`config.mk`:
```
export PLATFORM = sky130hd
export DESIGN_NAME = register_file_mp
export DESIGN_NICKNAME = d
export VERILOG_FILES = /design/src/rtl/register_file_mp.sv
export SDC_FILE = /design/constraint.sdc
export NUM_CORES = 1
export LEC_CHECK = 0
export CAP_MARGIN = 5
export CORE_ASPECT_RATIO = 1.75
export CORE_MARGIN = 2
export CORE_UTILIZATION = 55
export DETAILED_ROUTE_END_ITERATION = 6
export PLACE_DENSITY = 0.82
export SYNTH_ARGS = -nofsm -noshare
export SYNTH_HDL_FRONTEND = slang
export SYNTH_SLANG_ARGS = --single-unit
```
`constraint.sdc`:
```
create_clock -name clk_i -period 4.1 [get_ports clk_i]
set_clock_uncertainty 0.1 [all_clocks]
set_input_delay 0.615 -clock clk_i [delete_from_list [all_inputs] [get_ports clk_i]]
set_output_delay 0.615 -clock clk_i [all_outputs]
set_load 0.05 [all_outputs]
```
`src/rtl/register_file_mp.sv`:
```
// ---------------------------------------------------------------------------
// register_file_mp
//
// Parametrised multi-read-port register file placed between decode and the
// ALU operand muxes. After every reset a hardware sequence writes zero into
// one register per cycle; only then does the bank accept writes and return
// read data. A per-register busy scoreboard tracks results still in flight.
//
// Ports:
//   clk_i          clock, all state updates on the rising edge
//   rst_i          asynchronous active-high reset
//   reg_we_i       write enable, active-low
//   data_i         write data
//   reg_dst_i      write destination select
//   reserve_i      active-high, mark reserve_dst_i busy
//   reserve_dst_i  register to reserve
//   reg_src_i      packed read selects, port p at [p*SELECT_SIZE +: SELECT_SIZE]
//   src_o          packed read data, port p at [p*DATA_WIDTH +: DATA_WIDTH]
//   busy_o         busy bit of the register selected by each read port
//   ready_o        high once the clear sequence has completed
// ---------------------------------------------------------------------------
module register_file_mp #(
    parameter int DATA_WIDTH  = 32,
    parameter int WORDS       = 32,
    parameter int SELECT_SIZE = 5,
    parameter int READ_PORTS  = 2,
    parameter int ZERO_REG    = 1,
    parameter int BYPASS      = 1
) (
    input  logic                              clk_i,
    input  logic                              rst_i,
    input  logic                              reg_we_i,
    input  logic [DATA_WIDTH-1:0]             data_i,
    input  logic [SELECT_SIZE-1:0]            reg_dst_i,
    input  logic                              reserve_i,
    input  logic [SELECT_SIZE-1:0]            reserve_dst_i,
    input  logic [READ_PORTS*SELECT_SIZE-1:0] reg_src_i,
    output logic [READ_PORTS*DATA_WIDTH-1:0]  src_o,
    output logic [READ_PORTS-1:0]             busy_o,
    output logic                              ready_o
);

    // Bank index width; selects are truncated to this once range-checked.
    localparam int IDX_W = (WORDS > 1) ? $clog2(WORDS) : 1;
    // One extra bit so WORDS == 2**SELECT_SIZE is representable.
    localparam logic [SELECT_SIZE:0] WORDS_L  = (SELECT_SIZE + 1)'(WORDS);
    localparam logic [IDX_W-1:0]     LAST_IDX = IDX_W'(WORDS - 1);
    localparam bit                   ZR       = (ZERO_REG != 0);
    localparam bit                   BP       = (BYPASS != 0);

    typedef enum logic [0:0] {
        ST_CLEAR = 1'b0,
        ST_RUN   = 1'b1
    } state_t;

    state_t                  state_r;
    state_t                  state_nxt_s;
    logic [IDX_W-1:0]        clr_cnt_r;
    logic [DATA_WIDTH-1:0]   bank_r [0:WORDS-1];
    logic [WORDS-1:0]        busy_r;
    logic [WORDS-1:0]        busy_nxt_s;
    logic                    run_s;
    logic                    wr_en_s;
    logic                    rsv_en_s;
    logic [IDX_W-1:0]        wr_idx_s;
    logic [IDX_W-1:0]        rsv_idx_s;

    // A select addresses real storage: inside the bank and not the
    // hardwired zero register.
    function automatic logic sel_valid(input logic [SELECT_SIZE-1:0] sel);
        return ({1'b0, sel} < WORDS_L) && !(ZR && (sel == {SELECT_SIZE{1'b0}}));
    endfunction

    function automatic logic [IDX_W-1:0] to_idx(input logic [SELECT_SIZE-1:0] sel);
        return IDX_W'(sel);
    endfunction

    assign run_s     = (state_r == ST_RUN);
    assign ready_o   = run_s;
    assign wr_idx_s  = to_idx(reg_dst_i);
    assign rsv_idx_s = to_idx(reserve_dst_i);
    // Writes and reservations are only honoured once the clear has finished.
    assign wr_en_s   = run_s && !reg_we_i && sel_valid(reg_dst_i);
    assign rsv_en_s  = run_s && reserve_i && sel_valid(reserve_dst_i);

    // FSM state register.
    always_ff @(posedge clk_i or posedge rst_i) begin
        if (rst_i) begin
            state_r <= ST_CLEAR;
        end else begin
            state_r <= state_nxt_s;
        end
    end

    // FSM next state: leave CLEAR on the cycle that clears the last index.
    always_comb begin
        state_nxt_s = state_r;
        case (state_r)
            ST_CLEAR: begin
                if (clr_cnt_r == LAST_IDX) begin
                    state_nxt_s = ST_RUN;
                end else begin
                    state_nxt_s = ST_CLEAR;
                end
            end
            ST_RUN:   state_nxt_s = ST_RUN;
            default:  state_nxt_s = ST_CLEAR;
        endcase
    end

    // Clear-sequence index, restarts from zero on every reset.
    always_ff @(posedge clk_i or posedge rst_i) begin
        if (rst_i) begin
            clr_cnt_r <= IDX_W'(0);
        end else if (state_r == ST_CLEAR) begin
            if (clr_cnt_r == LAST_IDX) begin
                clr_cnt_r <= IDX_W'(0);
            end else begin
                clr_cnt_r <= clr_cnt_r + IDX_W'(1);
            end
        end else begin
            clr_cnt_r <= clr_cnt_r;
        end
    end

    // Storage: zero-fill during CLEAR, normal writes during RUN. No reset
    // here on purpose; the clear sequence is what initialises the bank.
    always_ff @(posedge clk_i) begin
        if (state_r == ST_CLEAR) begin
            bank_r[clr_cnt_r] <= {DATA_WIDTH{1'b0}};
        end else if (wr_en_s) begin
            bank_r[wr_idx_s] <= data_i;
        end
    end

    // Scoreboard next value; the reserve is applied last so it wins over a
    // clearing write to the same register.
    always_comb begin
        busy_nxt_s = busy_r;
        if (wr_en_s) begin
            busy_nxt_s[wr_idx_s] = 1'b0;
        end else begin
            busy_nxt_s[wr_idx_s] = busy_r[wr_idx_s];
        end
        if (rsv_en_s) begin
            busy_nxt_s[rsv_idx_s] = 1'b1;
        end else begin
            busy_nxt_s[rsv_idx_s] = busy_nxt_s[rsv_idx_s];
        end
    end

    // Scoreboard register, held clear until the bank is running.
    always_ff @(posedge clk_i or posedge rst_i) begin
        if (rst_i) begin
            busy_r <= {WORDS{1'b0}};
        end else if (run_s) begin
            busy_r <= busy_nxt_s;
        end else begin
            busy_r <= {WORDS{1'b0}};
        end
    end

    // Read ports: zero when not running or selecting no real register,
    // otherwise forward a same-cycle write (if enabled) or read the bank.
    // busy_o is taken from registered state and never forwarded.
    always_comb begin
        logic [SELECT_SIZE-1:0] sel;
        sel    = {SELECT_SIZE{1'b0}};
        src_o  = {(READ_PORTS*DATA_WIDTH){1'b0}};
        busy_o = {READ_PORTS{1'b0}};
        for (int p = 0; p < READ_PORTS; p++) begin
            sel = reg_src_i[p*SELECT_SIZE +: SELECT_SIZE];
            if (run_s && sel_valid(sel)) begin
                if (BP && wr_en_s && (reg_dst_i == sel)) begin
                    src_o[p*DATA_WIDTH +: DATA_WIDTH] = data_i;
                end else begin
                    src_o[p*DATA_WIDTH +: DATA_WIDTH] = bank_r[to_idx(sel)];
                end
                busy_o[p] = busy_r[to_idx(sel)];
            end else begin
                src_o[p*DATA_WIDTH +: DATA_WIDTH] = {DATA_WIDTH{1'b0}};
                busy_o[p] = 1'b0;
            end
        end
    end

endmodule

```
Word-level counts from Yosys, hierarchy flattened

Memory sizes are Yosys's and may differ from the RTL's.
Cells that the tools add are included.

Reductions and logical operators: 20
Bitwise operators: 4
$add $sub $neg: 1
Eq/ne operators: 3
Muxes and demuxes: 33
$lt $le $gt $ge: 6

Operator list:

| cell                                                | number |
|---|---|
| two-way mux 32 bit                                  | 8 |
| bitwise mux 32 bit                                  | 2 |
| AND 32 bit                                          | 1 |
| inverter 32 bit                                     | 1 |
| OR 32 bit                                           | 1 |
| OR reduction 32 bit                                 | 1 |
| < comparator 5 x 6 -> 1 bit, second input constant  | 4 |
| binary-select mux 1 bit (select 5 bit)              | 4 |
| zero test 5 bit                                     | 4 |
| two-way mux 1 bit                                   | 14 |
| demux 1 bit (select 5 bit)                          | 2 |
| equality test 5 bit                                 | 2 |
| >= comparator 5 x 1 -> 1 bit, second input constant | 2 |
| logical AND 1 bit                                   | 10 |
| two-way mux 5 bit                                   | 2 |
| adder 5 x 1 -> 5 bit, second input constant         | 1 |
| equality test 5 bit, second input constant          | 1 |
| zero test 1 bit                                     | 5 |
| case mux 1 bit (2 select lines)                     | 1 |
| inverter 1 bit                                      | 1 |

Memory bits (writable): 1,024
Memories kept: 1
Output and inout bits: 67
Bits in registers: 38
Bits of input ports: 56
Word-level logic and storage cells: 71

Memory list:

| name   | depth | width | rd ports | clocked after Yosys merged registers in | write ports | line | RTL |
|---|---|---|---|---|---|---|---|
| bank_r | 32    | 32    | 2        | 0                                       | 1           | 59   | `logic [DATA_WIDTH-1:0] bank_r [0:WORDS-1];` |

Longest topological paths before layout

Word-level depth: 12
Depth in mapped cells: 11
Depth with buffers taken out: 7

Worst setup path before layout

No wires, ideal clock.

Path kind: in2out
Start point: in reg_src_i[0]
End point: out src_o[0]
Arrival time: 3.514 ns
Cell stages on the path: 9
Path buffers: 3
Setup slack: -0.129 ns
Data required time: 3.385 ns
Cells stage by stage: buf_2 > buf_1 > clkbuf_1 > mux2i_1 > o221ai_1 > o22ai_1 > nor3_1 > a21oi_1 > a211oi_1

Cells in the longest elaborated chain, start to end: 4
Elaborated cells between the ends (all ways): 8
Those cells by class: 1 x eq/ne; 2 x mux; 4 x reduce/logical; 1 x memory

RTL lines:

| item                                                         | line | RTL |
|---|---|---|
| start, declared                                              | 37   | `input logic [READ_PORTS*SELECT_SIZE-1:0] reg_src_i,` |
| branches (longest 3 deep; another with memory (32 x 32 bit)) | --   |  |
| two-way mux 32 bit *                                         | 173  | `if (run_s && sel_valid(sel)) begin` |
| end, declared                                                | 38   | `output logic [READ_PORTS*DATA_WIDTH-1:0] src_o,` |

Mark *: on every way between the ends.

Worst setup path after layout

Start point: in reg_src_i[0]
End point: out src_o[5]

The elaborated chain is that of the path after synthesis.

==> metrics.log <==
INFO  metric outcome = finished with violations
INFO  metric failed_checks = design-rule violations
INFO  metric clock_insertion_delay_worst_skew = 0.68 ns
INFO  metric gp_routability_congestion = 1.07
INFO  metric finalSetupViolations = 0
INFO  metric final.hold.worst_slack = 0.291 ns
INFO  metric synth_flop_cell = sky130_fd_sc_hd__edfxtp_1
INFO  metric critical_path_class = input port to output port
INFO  metric crit-reg2reg-launch = busy_r[12]
INFO  metric internal_power = 18.7 mW
INFO  metric slew-limit-headroom = 11.6%
INFO  metric met2_usage = 61.7%
INFO  metric synthesis.instances = 3438
INFO  metric die_w = 237 µm
INFO  metric relative_area_change_from_synthesis_to_final_layout = 17.9%
INFO  metric cts.htree.levels = 3
INFO  metric cts_made_buffers = 92
INFO  metric layout-drive-gt1-share = 25.0%
INFO  metric post-place-ws = -0.0424 ns
INFO  metric seqPwrFrac = 48.5%
INFO  metric cap_violations = 0
INFO  metric ctsRootBufferMaster = sky130_fd_sc_hd__clkbuf_16
INFO  metric drtAntennaViolNets = 0
INFO  metric viasPerCell = 7.61
INFO  metric vdd_drop_max = 0.310 mV
INFO  metric postRouteWirelength = 182000 µm
INFO  metric final_period_minus_worst_setup_slack = 4.00 ns
INFO  metric cts_sink_count = 1062
INFO  metric fin_crit_sh = 97.7%
INFO  metric hold_path.class = input port to asynchronous set/reset pin
INFO  metric drtPass1Iterations = 7
INFO  metric async_reset_ff_share = 3.58%
INFO  metric die_y = 412 µm
INFO  metric cts.path.max_buffers = 3
INFO  metric clk_transition_reported_paths = 0.07 ns
INFO  metric core-area = 94300 µm²
INFO  metric post-dp-hpwl = 110000 µm
INFO  metric synth_cell_type_count = 79
INFO  metric r2r.worst_path.cells = 9
INFO  metric total_power = 25.0 mW
INFO  metric groute.usage.overall = 37.4%
INFO  metric reg2reg_to = busy_r[2]
INFO  metric swShare = 25.4%
INFO  metric synth_edf_count = 1024
INFO  metric initialDrtViolationCount = 5403
INFO  metric grt_pass1_vias = 38828
INFO  metric max_clock_freq = 250 MHz
INFO  metric i_o_pins = 123
INFO  metric worstPathRequired = 3.38 ns
INFO  metric grt_setup_unrepaired = false
INFO  metric num_rows = 149
INFO  metric drcViolationCount = 3
INFO  metric register_area = 31700 µm²
INFO  metric synth_fp_nets = 3496
INFO  metric p_switching = 6.36 mW
INFO  metric power.static_leakage = 22.4 nW
INFO  metric final-max-slew-violation-count = 0
INFO  metric start_util = 55.5%
INFO  metric worst_slew_pin_slew = 1.32 ns
INFO  metric antenna_violations_before_repair = 11
INFO  metric synthesis.area_per_instance = 15.2 µm²
INFO  metric p_comb_share = 14.1%
INFO  metric cp-start-kind = input port
INFO  metric layoutNonFillerInstCount = 4967
INFO  metric grt_pass1_wl = 260000 µm
INFO  metric power_frac_clock = 37.3%
INFO  metric synth_cell_area = 52400 µm²
INFO  metric filler_cell_count = 6162
INFO  metric final.setup.worst_slack = 0.0962 ns
INFO  metric timing.reg2reg.setup_slack = 0.51 ns
INFO  metric placedCellCount = 4790
INFO  metric globalRouteMet3Util = 9.93%
INFO  metric drt_wl_cell = 36.7 µm
INFO  metric busiest_layer = met2
INFO  metric p_per_area = 405 nW/µm²
INFO  metric final_hold_viol_count = 0
INFO  metric largest_net_degree_at_the_start_of_global_routing = 83
INFO  metric arrival = 3.29 ns
INFO  metric placedInstanceArea = 58600 µm²
INFO  metric tritoncts = yes
INFO  metric final_area = 61800 µm²
INFO  metric grt.overflow.total = 0
INFO  metric synth_seq_area_share = 60.5%
INFO  metric crit_path_end_kind = output port
INFO  metric die_area = 97800 µm²
INFO  metric worstPathMaxFanout = 22
INFO  metric io_buffer_count = 122
INFO  metric multi_input_comb_area = 20100 µm²
INFO  metric final_net_count = 3734
INFO  metric groute.layer.met1.usage = 40.1%
INFO  metric number_of_vias_in_the_routed_layout = 37809
INFO  metric synth.ff_latch_count = 1062
INFO  metric number_of_warnings_issued_by_yosys = 0
layout make-up:
cell class              count  area share, %
multi-input cells        2068           32.5
well taps                1208           2.45
diodes                      6         0.0243
clock buffers             102           3.86
inverters                  12         0.0770
clock inverters            69           1.30
repair buffers            440           8.48
flip-flops and latches   1062           51.3
power by group through the flow:
stage / clock network, mW / registers (mW) / logic (mW)
after floorplan: 0 / 12.3 / 1.93
after global placement: 0 / 12.4 / 3.36
after detailed placement: 0 / 12.4 / 3.40
after CTS: 9.31 / 12.1 / 3.43
after global routing: 9.71 / 12.1 / 3.64
final: 9.35 / 12.1 / 3.53
through the flow:
| stage | TNS, ns | utilization (%) |
|---|---|---|
| floorplan | -0.0889 | - |
| global placement | -0.122 | 62.1 |
| detailed placement | -0.0478 | 62.1 |
| CTS | 0 | 65.4 |
| global route | 0 | 65.5 |
| finish | 0 | 65.5 |
synthesized netlist by cell type, drive strengths merged, types with 7 or more instances:
cell | count | share of area [%]
a21oi | 215 | 2.1
nand2b | 11 | 0.13
edfxtp | 1024 | 59
buf | 85 | 0.77
mux2i | 534 | 10
nand2 | 50 | 0.36
o22ai | 136 | 1.6
o211ai | 12 | 0.17
a221oi | 7 | 0.12
clkbuf | 211 | 1.5
xnor2 | 7 | 0.12
nand3 | 18 | 0.18
mux4 | 271 | 12
o211a | 12 | 0.23
inv | 12 | 0.086
a22oi | 8 | 0.11
and2 | 38 | 0.45
a211oi | 67 | 0.98
o21ai | 32 | 0.31
nor3b | 8 | 0.13
nor2 | 187 | 1.3
o221ai | 258 | 4.3
a31oi | 11 | 0.14
dfrtp | 38 | 1.8
nor3 | 79 | 0.75
cell families (layout without fill, tap and decap cells):
group                    after synthesis  in the layout  share of synthesized area [%]
adder cells (fa/ha/maj)                2              2                         0.0478
other                                  0              6                              0
buffers and inverters                308            623                           2.37
flip-flops                          1062           1062                           60.5
XOR/XNOR                              13             13                          0.217
AND/OR/NAND/NOR                      438            438                           4.01
AO/OA/AOI/OAI                        804            804                           10.9
multiplexers                         811            811                           22.0
per-layer routing:
| metal | share of wire (%) | up-vias |
|---|---|---|
| li1 | - | 14903 |
| met1 | 29 | 18547 |
| met2 | 49 | 3245 |
| met3 | 12 | 1106 |
| met4 | 10 | 8 |
| met5 | 0.028 | - |
timing repair:
item / in CTS / in global routing
hold endpoints to repair: 0 / 0
resized for setup: 0 / 1
buffers inserted: 0 / 0
hold buffers: 0 / 0
endpoints found under the setup margin: 0 / 8
worst max-delay path, cell delays in order:
cell and delay, ns:
sky130_fd_sc_hd__buf_8 0.25, sky130_fd_sc_hd__buf_4 0.46, sky130_fd_sc_hd__mux2i_1 0.18, sky130_fd_sc_hd__o221ai_1 0.33
sky130_fd_sc_hd__a21oi_1 0.17, sky130_fd_sc_hd__nor3_1 0.30, sky130_fd_sc_hd__a21oi_1 0.14, sky130_fd_sc_hd__buf_4 0.17
sky130_fd_sc_hd__a211oi_2 0.43, sky130_fd_sc_hd__buf_12 0.20
state kept, by name, indices dropped and copies added, names as in the netlist:
| register | count |
|---|---|
| clr_cnt_r | 5 |
| ready_o | 1 |
| busy_r | 32 |
| bank_r | 1024 |
worst max-delay path by stage:
stage,startpoint,end,slack [ns],cells after the start
floorplan,reg_src_i[0],src_o[30],-0.09,7
global placement,reg_dst_i[4],busy_r[4],-0.05,11
detailed placement,reg_dst_i[4],busy_r[2],-0.04,11
CTS,reg_src_i[0],src_o[5],0.12,10
global route,reg_dst_i[2],src_o[39],0.05,12
finish,reg_src_i[0],src_o[5],0.1,10
cell usage in the layout (no fill, tap or decap), drive strengths merged, types with 50 or more instances in the layout:
master / synthesis / routed
o22ai: 136 / 136
mux4: 271 / 271
nand2: 50 / 50
mux2i: 534 / 534
nor2: 187 / 187
edfxtp: 1024 / 1024
clkbuf: 211 / 102
a21oi: 215 / 215
nor3: 79 / 79
o221ai: 258 / 258
buf: 85 / 395
a211oi: 67 / 67
Note: power is estimated with default switching activity, not from simulation.
